`config.mk`:
```
export PLATFORM = sky130hd
export DESIGN_NAME = uart_matrix_loader
export DESIGN_NICKNAME = d
export VERILOG_FILES = /design/src/rtl/uart_matrix_loader.sv
export SDC_FILE = /design/constraint.sdc
export NUM_CORES = 1
export LEC_CHECK = 0
export ABC_CLOCK_PERIOD_IN_PS = 4950
export CAP_MARGIN = 10
export CORE_UTILIZATION = 42
export CTS_BUF_LIST = sky130_fd_sc_hd__clkbuf_16
export CTS_CLUSTER_DIAMETER = 200
export CTS_CLUSTER_SIZE = 10
export DETAILED_ROUTE_END_ITERATION = 12
export MAX_ROUTING_LAYER = met4
export PLACE_DENSITY_LB_ADDON = 0.25
export REMOVE_ABC_BUFFERS = 1
export SLEW_MARGIN = 5
export SYNTH_ARGS = -nofsm -noshare
export SYNTH_HDL_FRONTEND = slang
export SYNTH_SLANG_ARGS = --single-unit
```
`constraint.sdc`:
```
create_clock -name clk -period 4.95 [get_ports clk]
set_clock_uncertainty 0.15 [all_clocks]
set_input_delay 0.99 -clock clk [delete_from_list [all_inputs] [get_ports clk]]
set_output_delay 0.99 -clock clk [all_outputs]
set_load 0.1 [all_outputs]
```
`src/rtl/uart_matrix_loader.sv`:
```
// -----------------------------------------------------------------------------
// uart_matrix_loader
//
// Frame parser between the UART byte receiver and the matrix-multiplier operand
// buffers. Recognises the packet
//   0xA5, DIM, N*N bytes of A, N*N bytes of B, CHK
// where CHK = (DIM + sum of all elements) mod 256. Elements are written
// row-major (addr = row*N + col) through a single-cycle write strobe. The
// validated dimension is published on `dim` once the checksum matches.
//
// Optional feature (compile-time macro UART_LOADER_TIMEOUT_EN):
//   An inter-byte timeout aborts a stalled frame after TIMEOUT_CYCLES cycles.
//   Without the macro a partial frame waits indefinitely.
//
// Parameters
//   MAX_DIM         largest accepted square dimension N (1..MAX_DIM)
//   ADDR_W          element address width, 2^ADDR_W >= MAX_DIM*MAX_DIM
//   TIMEOUT_CYCLES  inter-byte timeout (only with UART_LOADER_TIMEOUT_EN)
//
// Ports
//   clk         system clock
//   rst         synchronous active-high reset
//   rxData      received byte, valid while rxDone is high
//   rxDone      receiver done level (may stay high for several cycles)
//   rxErr       receiver framing error, sampled with rxDone
//   wrEn        one-cycle operand buffer write strobe
//   wrSel       0 = matrix A, 1 = matrix B
//   wrAddr      element index row*N + col
//   wrData      element value
//   dim         last validated N, holds until the next valid frame
//   frameValid  one-cycle pulse: frame accepted, checksum correct
//   frameErr    one-cycle pulse: frame aborted or checksum wrong
//   busy        high whenever the parser is not idle
// -----------------------------------------------------------------------------
module uart_matrix_loader #(
  parameter int MAX_DIM        = 4,
  parameter int ADDR_W         = 4,
  parameter int TIMEOUT_CYCLES = 100000000
) (
  input  logic              clk,
  input  logic              rst,
  input  logic [7:0]        rxData,
  input  logic              rxDone,
  input  logic              rxErr,
  output logic              wrEn,
  output logic              wrSel,
  output logic [ADDR_W-1:0] wrAddr,
  output logic [7:0]        wrData,
  output logic [2:0]        dim,
  output logic              frameValid,
  output logic              frameErr,
  output logic              busy
);

  localparam logic [7:0] SYNC_BYTE = 8'hA5;

  typedef enum logic [2:0] {
    ST_IDLE,
    ST_DIM,
    ST_LOAD_A,
    ST_LOAD_B,
    ST_CHECK
  } state_t;

  // One bit wider than the address so N*N-1 never overflows the comparison.
  typedef logic [ADDR_W:0] wide_t;

  state_t              state, stateNext;
  logic                prevDone;
  logic [7:0]          sum, sumNext;
  logic [ADDR_W-1:0]   index, indexNext;
  logic [2:0]          nReg, nNext;
  logic [2:0]          dimNext;
  logic                wrEnNext, wrSelNext;
  logic [ADDR_W-1:0]   wrAddrNext;
  logic [7:0]          wrDataNext;
  logic                frameValidNext, frameErrNext;
  logic                byteEvent;
  logic                lastIndex;
  logic                dimOk;
  logic                timeoutHit;
  wide_t               nSqMinus1;

  // A byte is taken only on the rising edge of the receiver's done level.
  assign byteEvent = rxDone & ~prevDone;

  assign nSqMinus1 = wide_t'(nReg) * wide_t'(nReg) - wide_t'(1);
  assign lastIndex = (wide_t'(index) == nSqMinus1);
  assign dimOk     = (rxData != 8'd0) && (rxData <= 8'(MAX_DIM));

  assign busy = (state != ST_IDLE);

`ifdef UART_LOADER_TIMEOUT_EN
  localparam int TO_W = (TIMEOUT_CYCLES > 2) ? $clog2(TIMEOUT_CYCLES) : 1;

  logic [TO_W-1:0] toCount;

  assign timeoutHit = (state != ST_IDLE) && (toCount == TO_W'(TIMEOUT_CYCLES - 1));

  always_ff @(posedge clk) begin
    if (rst || byteEvent || state == ST_IDLE) begin
      toCount <= '0;
    end else if (!timeoutHit) begin
      toCount <= toCount + 1'b1;
    end
  end
`else
  assign timeoutHit = 1'b0;
`endif

  // NOTE: every signal written here gets a default first, so no path through
  // the case statement leaves a value unassigned and no latch is inferred.
  always_comb begin
    stateNext      = state;
    sumNext        = sum;
    indexNext      = index;
    nNext          = nReg;
    dimNext        = dim;
    wrEnNext       = 1'b0;
    wrSelNext      = wrSel;
    wrAddrNext     = wrAddr;
    wrDataNext     = wrData;
    frameValidNext = 1'b0;
    frameErrNext   = 1'b0;

    if (byteEvent) begin
      if (rxErr) begin
        // A corrupted byte aborts a frame in progress; in IDLE it is noise.
        if (state != ST_IDLE) begin
          frameErrNext = 1'b1;
          stateNext    = ST_IDLE;
        end
      end else begin
        unique case (state)
          ST_IDLE: begin
            if (rxData == SYNC_BYTE) begin
              stateNext = ST_DIM;
            end
          end

          ST_DIM: begin
            if (dimOk) begin
              nNext     = rxData[2:0];
              sumNext   = rxData;
              indexNext = '0;
              stateNext = ST_LOAD_A;
            end else begin
              frameErrNext = 1'b1;
              stateNext    = ST_IDLE;
            end
          end

          ST_LOAD_A, ST_LOAD_B: begin
            wrEnNext   = 1'b1;
            wrSelNext  = (state == ST_LOAD_B);
            wrAddrNext = index;
            wrDataNext = rxData;
            sumNext    = sum + rxData;
            if (lastIndex) begin
              indexNext = '0;
              stateNext = (state == ST_LOAD_A) ? ST_LOAD_B : ST_CHECK;
            end else begin
              indexNext = index + 1'b1;
            end
          end

          ST_CHECK: begin
            if (rxData == sum) begin
              frameValidNext = 1'b1;
              dimNext        = nReg;
            end else begin
              frameErrNext = 1'b1;
            end
            stateNext = ST_IDLE;
          end

          default: stateNext = ST_IDLE;
        endcase
      end
    end else if (timeoutHit) begin
      // A byte arriving in the timeout cycle wins; only a silent cycle aborts.
      frameErrNext = 1'b1;
      stateNext    = ST_IDLE;
    end
  end

  // NOTE: sequential state uses non-blocking assignments only, so every
  // register samples the pre-edge values regardless of statement order.
  always_ff @(posedge clk) begin
    if (rst) begin
      state      <= ST_IDLE;
      // Reset high so a done level held through reset release is not a byte.
      prevDone   <= 1'b1;
      sum        <= '0;
      index      <= '0;
      nReg       <= '0;
      dim        <= '0;
      wrEn       <= 1'b0;
      wrSel      <= 1'b0;
      wrAddr     <= '0;
      wrData     <= '0;
      frameValid <= 1'b0;
      frameErr   <= 1'b0;
    end else begin
      state      <= stateNext;
      prevDone   <= rxDone;
      sum        <= sumNext;
      index      <= indexNext;
      nReg       <= nNext;
      dim        <= dimNext;
      wrEn       <= wrEnNext;
      wrSel      <= wrSelNext;
      wrAddr     <= wrAddrNext;
      wrData     <= wrDataNext;
      frameValid <= frameValidNext;
      frameErr   <= frameErrNext;
    end
  end

endmodule

```
==> After elaboration in Yosys (flattened, before gate mapping) <==
Cells that the tools add are included.
{ "totals": {"register_bits": 38, "input_bits": 12, "output_inout_bits": 20, "wordCells": 66} }
{ "op_classes": {"add_sub_neg": 3, "mul": 1, "magnitude_cmp": 1, "eq_ne": 11, "muxes": 19, "bitwise_logic": 5, "n_reduce_logical": 14} }
{ "op_table": {"columns": ["operator", "count"], "rows": [
  ["8-bit one-hot mux with 2 select lines", 1],
  ["4-bit AND reduction", 4],
  ["3-bit two-way mux", 5],
  ["3-bit one-hot mux with 3 select lines", 1],
  ["8-bit adder", 1],
  ["8-bit equality test", 1],
  ["8-bit equality test, second input constant", 1],
  ["8-bit by 3-bit less-or-equal comparator with 1-bit output, second input constant", 1],
  ["4-bit two-way mux", 2],
  ["8-bit two-way mux", 1],
  ["4-bit one-hot mux with 2 select lines", 1],
  ["8-bit nonzero test", 1],
  ["3-bit by 2-bit equality test with 1-bit output, second input constant", 2],
  ["1-bit two-way mux", 6],
  ["3-bit inequality test, second input constant", 2],
  ["4-bit by 5-bit equality test with 1-bit output", 1],
  ["3-bit by 3-bit multiplier with 5-bit output", 1],
  ["5-bit by 1-bit subtractor with 5-bit output, second input constant", 1],
  ["4-bit by 1-bit adder with 4-bit output, second input constant", 1],
  ["1-bit NOT", 4],
  ["2-bit OR reduction", 2],
  ["4-bit OR reduction", 1],
  ["3-bit by 1-bit equality test with 1-bit output, second input constant", 1],
  ["3-bit equality test, second input constant", 1],
  ["other kinds (11)", 11]
]} }

==> Longest topological paths before layout <==
Gate-level depths: netlist of run 1.
{ "logic_depth": {"depth_word": 6, "depth_mapped": 9, "mapped_depth_nobuf": 9} }

==> Worst setup path before layout of run 1 <==
Ideal clock, no wire load.
{ "synth_timing": {"path_kind": "input -> register", "from": "input rxData[5]", "to": "register dim[0]", "setup_time_ns": 0.128, "t_arrival_ns": 2.427, "required_time_ns": 4.672, "path_slack_ns": 2.245, "stages": 6, "path_buffers": 0, "cell_sequence": "ha_1 nor4_1 nand2_1 a2111oi_4 mux2i_1 nor2_1"} }
{ "synth_between": {"elab_chain_len": 2} }
{ "synth_lines": {"columns": ["item", "line", "text"], "rows": [
  ["start: declaration", "42", "input logic [7:0] rxData,"],
  ["8-bit equality test", "168", "if (rxData == sum) begin"],
  ["4-bit AND reduction (no source line)", null, null],
  ["end signal: assignment", "210", "dim <= dimNext;"],
  ["end: declaration", "49", "output logic [2:0] dim,"]
]} }
No other way between the ends.
A chain may end at the register's enable or synchronous reset.

==> Worst setup path in the final report of run 1 <==
{ "layout_timing": {"from": "register state[2]", "to": "output busy"} }
{ "layout_between": {"elab_chain_len": 1} }
{ "layout_lines": {"columns": ["item", "line", "text"], "rows": [
  ["start: declaration", "68", "state_t state, stateNext;"],
  ["start signal: assignment", "205", "state <= stateNext;"],
  ["3-bit nonzero test", "91", "assign busy = (state != ST_IDLE);"],
  ["end: declaration", "52", "output logic busy"]
]} }
No other way between the ends.

==> metrics.csv, run 1 <==
stage;metric;value;unit
cells_and_area;final std cells w/o fill;339;
clock_tree;TritonCTS Buffers;5;
clock_tree;H-tree depth;2;
grt;initial antenna violation count;0;
timing;Setup TNS Final;0;ps
grt;GR peak layer;met2;
place;Final Wtd Congestion;0.844;
synth;post-synth top area cell;dfxtp_1;
synth;cells after synthesis;241;
timing;Least-Margin Pin Slew;972;ps
grt;grt met2 use;32.4;%
worst_setup_path;worst-path fanout max;8;
place;Inst Count DP;331;
grt;met3 Track Usage GR;4.58;%
routing;via count;1813;
worst_setup_path;WP data arrival;2070;ps
cells_and_area;footprint of the multi-input gates;1210;um2
floorplanning;Die W;72.2;um
routing;wire per inst;14.0;um
place;DP Wirelength;3.48;mm
timing;min Tclk post-route;3210;ps
synth;async set-reset flop share out of synthesis;0;%
worst_hold_path;HP Class;flip-flop to flip-flop;
synth;Synth Warn #;0;
routing;Detailed Routing Iterations Pass 1;4;
clock_tree;# resized after CTS;0;
worst_setup_path;data required time of the worst path;3810;ps
synth;top-area cell type share of the netlist area;36.8;%
clock_tree;Clock Path Buffers;2;
grt;first-pass GRT wire length;7.80;mm
cells_and_area;commonest non-fill, non-tap cell in the layout;nand2_1;
grt;M1 GR Usage;24.5;%
grt;GR Util All Layers;19.8;%
timing;RSZ-0062 raised after global routing;no;
job;Max Cap Violations;0;
synth;Netlist Area Pre-Place;2070;um2
power_and_ir_drop;Net Sw Power;144;uW
worst_setup_path;startpoint types;flip-flop;
routing;initial DRC count;99;
synth;Post-synth EDFFs;0;
timing;Fmax achieved;0.311;GHz
synth;Netlist cell types;55;
worst_setup_path;Crit Path Category;flip-flop to primary output;
clock_tree;CTS tree;yes;
timing;final hold violation count;0;
cells_and_area;FILL cells;443;
timing;Slew Limit Fails;0;
clock_tree;clk sinks;38;
power_and_ir_drop;clock share of power;51.5;%
timing;crit share post-route;64.9;%
synth;top cells by area, synth;dfxtp_1, nand2_1, a21oi_1;
cells_and_area;Antenna diodes;0;
power_and_ir_drop;Pleak;0.000886;uW
power_and_ir_drop;internal power;558;uW
cells_and_area;most frequent cells in the layout;nand2_1, dfxtp_1, clkdlybuf4s50_1, a21oi_1, nor2_1;
timing;Final setup viols;0;
place;port bufs;31;
cells_and_area;layout cells sized above 1;9.19;%
synth;Seq/Total Area, Yosys;36.8;%
cells_and_area;Area growth syn-to-layout;24.8;%
synth;post-synthesis average cell area;8.58;um2
grt;largest net degree at the start of global routing;17;
grt;total gr overflow;0;
timing;Max-slew headroom;35.0;%
power_and_ir_drop;Final Power;702;uW
grt;vias in the first global route;1692;
floorplanning;Initial Util;43.8;%
clock_tree;Clk pin slew, worst setup/hold paths;60;ps
power_and_ir_drop;part of the power in registers;43.6;%
synth;Main synth FF type;dfxtp_1;
routing;# DRC;0;
floorplanning;Die Height;72.2;um
cells_and_area;Nets;293;
routing;DRT antenna net count;0;
synth;post-synthesis register bit count;38;
clock_tree;cts hold-fix bufs;0;
worst_setup_path;Critical Path Sink Type;primary output;
clock_tree;clk root buf;clkbuf_16;
floorplanning;core area;4720;um2
run_status;status;finished, final reports clean;
cells_and_area;register area;761;um2
clock_tree;clock insertion delay at the later pin of the skew report;280;ps
routing;via-per-instance ratio;5.35;
floorplanning;row cnt;25;
floorplanning;Die Area;5210;um2
floorplanning;IO Count;32;
routing;WL final;4.74;mm
clock_tree;post-CTS setup buffers;0;
power_and_ir_drop;combinational share of power;4.9;%
power_and_ir_drop;VDD IR max;170;uV
power_and_ir_drop;pwr/cell area;272;nW/um2
power_and_ir_drop;Net Sw Frac;20.5;%
[through the flow]
stage	setup WS [ps]	cell area, um2	util [%]	hold WS, ps
after detailed placement	1520	2410	51.0	297
after CTS	1730	2580	54.6	305
final	1740	2580	54.6	300
after global placement	1590	2410	51.0	291
after floorplan	2250	1990	-	280
after global routing	1520	2580	54.6	325
[cell type report]
class,instances,area share (%)
multi-input cells,186,46.9
clock inverters,3,1.75
well taps,67,3.25
clock buffers,5,4.85
repair buffers,34,12.9
inverters,6,0.873
flip-flops and latches,38,29.5
[path summary, 6_finish.rpt]
path,from,end,slack (ps),depth (start not counted)
worst min-delay path,wrData[5]$_SDFFE_PP0P_,wrData[5]$_SDFFE_PP0P_,300,2
worst max register to register,nReg[0]$_SDFFE_PP0P_,state[0]$_SDFFE_PP0P_,2420,8
worst min register to register,wrData[5]$_SDFFE_PP0P_,wrData[5]$_SDFFE_PP0P_,300,2
worst max-delay path,state[2]$_SDFFE_PP0P_,busy,1740,2
[synth_stat cells (5+ instances only)]
cell,n
nand2_1,41
dfxtp_1,38
a21oi_1,26
nor2_1,17
ha_1,9
o21ai_0,7
mux2i_1,6
nand3_1,6
a211oi_1,5
inv_1,5
nor2b_1,5
nor3_1,5
or3_1,5
[power groups by stage]
stage          sequential [uW]  combinational (uW)  clock (uW)
3_3_place_gp               313                33.7           0
2_1_floorplan              313                11.9           0
4_1_cts                    306                34.2         369
3_5_place_dp               313                33.9           0
6_report                   306                34.3         362
5_1_grt                    306                37.2         384
[state kept, by name (all words and copies together), names as in the netlist]
signal and cells:
frameValid 1, prevDone 1, state 3, sum 8, wrData 8, frameErr 1, wrSel 1, nReg 3
dim 3, wrAddr 4, index 4, wrEn 1
[metal layers]
layer	vias to the layer above	wire length, um
li1	929	-
met1	837	2230
met2	39	2280
met3	8	163
met4	0	65
met5	-	0
[critical path: stages (launching register included)]
cell and delay [ps]:
dfxtp_1 380, or3_1 430, clkdlybuf4s50_1 980
[logic make-up (layout without fill, tap and decap cells)]
family                   Yosys count  count (layout)  share of synthesized area (%)
AND/OR/NAND/NOR                  104             104                           25.6
AO/OA/AOI/OAI                     61              61                           21.4
flip-flops                        38              38                           36.8
buffers and inverters             17              48                           4.72
adder cells (fa/ha/maj)           10              10                           6.42
multiplexers                       6               6                           2.91
XOR/XNOR                           5               5                           2.12
No activity file was read; power rests on OpenSTA's default activity.
==> run 2: changes to the inputs <==
--- a/config.mk
+++ b/config.mk
@@ -5,7 +5,7 @@
 export SDC_FILE = /design/constraint.sdc
 export NUM_CORES = 1
 export LEC_CHECK = 0
-export ABC_CLOCK_PERIOD_IN_PS = 4950
+export ABC_CLOCK_PERIOD_IN_PS = 3300
 export CAP_MARGIN = 10
 export CORE_UTILIZATION = 42
 export CTS_BUF_LIST = sky130_fd_sc_hd__clkbuf_16
==> constraint.sdc (replaced) <==
create_clock -name clk -period 3.3 [get_ports clk]
set_clock_uncertainty 0.15 [all_clocks]
set_input_delay 0.66 -clock clk [delete_from_list [all_inputs] [get_ports clk]]
set_output_delay 0.66 -clock clk [all_outputs]
set_load 0.1 [all_outputs]
==> metrics.csv, run 2 (same netlist as run 1, synthesis figures left out) <==
stage;metric;value;unit;change
timing;Setup TNS Final;0;ps;unchanged
worst_setup_path;worst-path fanout max;5;;-3
routing;WL final;4.67;mm;-1.5%
job;Max Cap Violations;0;;unchanged
cells_and_area;register area;761;um2;unchanged
grt;total gr overflow;0;;unchanged
worst_setup_path;data required time of the worst path;3320;ps;-490 ps
grt;GR Util All Layers;20.0;%;+0.15 points
worst_setup_path;Worst Setup EP;dim[0]$_SDFFE_PP0P_;;
cells_and_area;Antenna diodes;0;;unchanged
run_status;status;finished, final reports clean;;
worst_setup_path;worst setup path startpoint;rxData[5];;
place;DP Wirelength;3.45;mm;-0.78%
power_and_ir_drop;Net Sw Power;214;uW;+48%
worst_setup_path;Critical Path Sink Type;flip-flop;;
timing;final hold violation count;0;;unchanged
grt;largest net degree at the start of global routing;18;;+1
power_and_ir_drop;internal power;759;uW;+36%
clock_tree;clk root buf;clkbuf_16;;
clock_tree;post-CTS setup buffers;0;;unchanged
routing;initial DRC count;50;;-49%
timing;crit share post-route;83.0;%;
floorplanning;Initial Util;43.8;%;unchanged
worst_setup_path;Reg2Reg Depth;8;;unchanged
routing;via count;1824;;+0.61%
power_and_ir_drop;VDD IR max;251;uV;+48%
cells_and_area;Nets;298;;+1.7%
worst_setup_path;CP max stage delay;510;ps;-470 ps
power_and_ir_drop;part of the power in registers;47.2;%;+3.6 points
worst_setup_path;worst path cell trace;clkdlybuf4s50_1 > ha_1 > nor4_1 > nand2_1 > a2111oi_4 > mux2i_1 > nor2_1;;
cells_and_area;Area growth syn-to-layout;22.8;%;
clock_tree;# resized after CTS;0;;unchanged
clock_tree;CTS tree;yes;;
clock_tree;clock insertion delay at the later pin of the skew report;280;ps;about the same
power_and_ir_drop;combinational share of power;5.7;%;+0.8 points
place;Final Wtd Congestion;0.869;;+2.9%
worst_hold_path;HP Class;flip-flop to flip-flop;;
clock_tree;cts hold-fix bufs;0;;unchanged
clock_tree;Clk pin slew, worst setup/hold paths;60;ps;about the same
timing;Slew Limit Fails;0;;unchanged
power_and_ir_drop;pwr/cell area;383;nW/um2;+41%
grt;initial antenna violation count;0;;unchanged
timing;Least-Margin Pin Slew;470;ps;-502 ps
worst_setup_path;Crit Reg-Reg Startpoint;nReg[0]$_SDFFE_PP0P_;;
worst_setup_path;Slowest-stage cell, CP;a2111oi_4;;
timing;worst hold slack;301;ps;+0.865 ps
routing;via-per-instance ratio;5.30;;-0.86%
worst_hold_path;Hold Path Origin;wrData[3]$_SDFFE_PP0P_;;
clock_tree;Clock Path Buffers;2;;unchanged
floorplanning;row cnt;25;;unchanged
routing;wire per inst;13.6;um;-2.9%
worst_setup_path;startpoint types;primary input;;
place;port bufs;31;;unchanged
power_and_ir_drop;Net Sw Frac;22.0;%;+1.4 points
worst_setup_path;WP data arrival;2760;ps;+690 ps
grt;first-pass GRT wire length;7.76;mm;-0.53%
routing;DRT antenna net count;0;;unchanged
timing;Max-slew headroom;68.6;%;+34 points
cells_and_area;Finished Core Util;53.7;%;-0.87 points
floorplanning;IO Count;32;;unchanged
timing;RSZ-0062 raised after global routing;no;;
grt;vias in the first global route;1702;;+0.59%
worst_setup_path;worst reg2reg endpoint;state[0]$_SDFFE_PP0P_;;
clock_tree;clk sinks;38;;unchanged
floorplanning;Die W;72.2;um;unchanged
timing;Final setup viols;0;;unchanged
floorplanning;Die Height;72.2;um;unchanged
power_and_ir_drop;Pleak;0.000942;uW;+6.3%
routing;Detailed Routing Iterations Pass 1;4;;unchanged
timing;Fmax achieved;0.365;GHz;
worst_setup_path;R2R setup slack;790;ps;-1630 ps
clock_tree;H-tree depth;2;;unchanged
power_and_ir_drop;clock share of power;47.1;%;-4.4 points
cells_and_area;most frequent cells in the layout;nand2_1, dfxtp_1, buf_4, a21oi_1, nor2_1;;
floorplanning;Die Area;5210;um2;unchanged
cells_and_area;commonest non-fill, non-tap cell in the layout;nand2_1;;
cells_and_area;FILL cells;439;;-0.90%
routing;# DRC;0;;unchanged
timing;min Tclk post-route;2740;ps;
cells_and_area;layout cells sized above 1;17.7;%;+8.5 points
cells_and_area;footprint of the multi-input gates;1210;um2;unchanged
clock_tree;TritonCTS Buffers;5;;unchanged
worst_setup_path;Crit Path Category;primary input to flip-flop;;
floorplanning;core area;4720;um2;unchanged
cells_and_area;largest registers;sum x8, wrData x8;;
[run 2: cell count changes in the layout (fill, tap and decap cells not counted)]
cell             change
clkinv_1             +1
clkdlybuf4s50_1     -20
clkinv_2             +1
clkinvlp_4           -1
buf_4               +25
bufinv_16            -1
[run 2: power groups by stage]
stage          Clock [uW]  Combinational, uW  Sequential (uW)
2_1_floorplan           0               17.8              470
3_3_place_gp            0               54.7              470
3_5_place_dp            0               54.6              470
4_1_cts               468               54.8              460
5_1_grt               483               60.6              459
6_report              458               55.1              460
[run 2: worst min-delay path by stage]
stage | cells past startpoint | slack [ps] | to
2_1_floorplan | 2 | 280 | sum[4]$_SDFFE_PP0P_
3_3_place_gp | 2 | 290 | wrData[7]$_SDFFE_PP0P_
3_5_place_dp | 2 | 300 | wrData[3]$_SDFFE_PP0P_
4_1_cts | 2 | 300 | wrData[3]$_SDFFE_PP0P_
5_1_grt | 2 | 330 | wrAddr[2]$_SDFFE_PP0P_
6_report | 2 | 300 | wrData[3]$_SDFFE_PP0P_
[run 2: area by class of cell]
cell class              instances  share of cell area [%]
inverters                       6                   0.888
clock buffers                   5                    4.93
multi-input cells             186                    47.6
well taps                      67                    3.30
flip-flops and latches         38                    30.0
repair buffers                 39                    12.6
clock inverters                 3                   0.641
[run 2: per-stage QoR]
step                power [uW]  instances  setup WS [ps]  area, um2
global route              1000        344            383       2540
CTS                        983        344            546       2540
finish                     973        344            562       2540
global placement           524        336            276       2400
detailed placement         524        336            251       2400
floorplan                  487        230            935       1990
[run 2: metal layers]
metal	share of wire [%]	track usage [%]	routed length, um	up-vias
met4	1.7	8.50	80	0
met1	47	24.1	2190	841
li1	-	-	-	934
met3	3.6	3.33	168	8
met2	48	32.9	2230	41
met5	0	-	0	-
[run 2: worst max-delay path: cells and delay by family]
family          cells  cell delay (ps)
compound gates      1              510
simple gates        3              480
buf+inv             1              480
fa+ha+maj           1              390
mux                 1              230
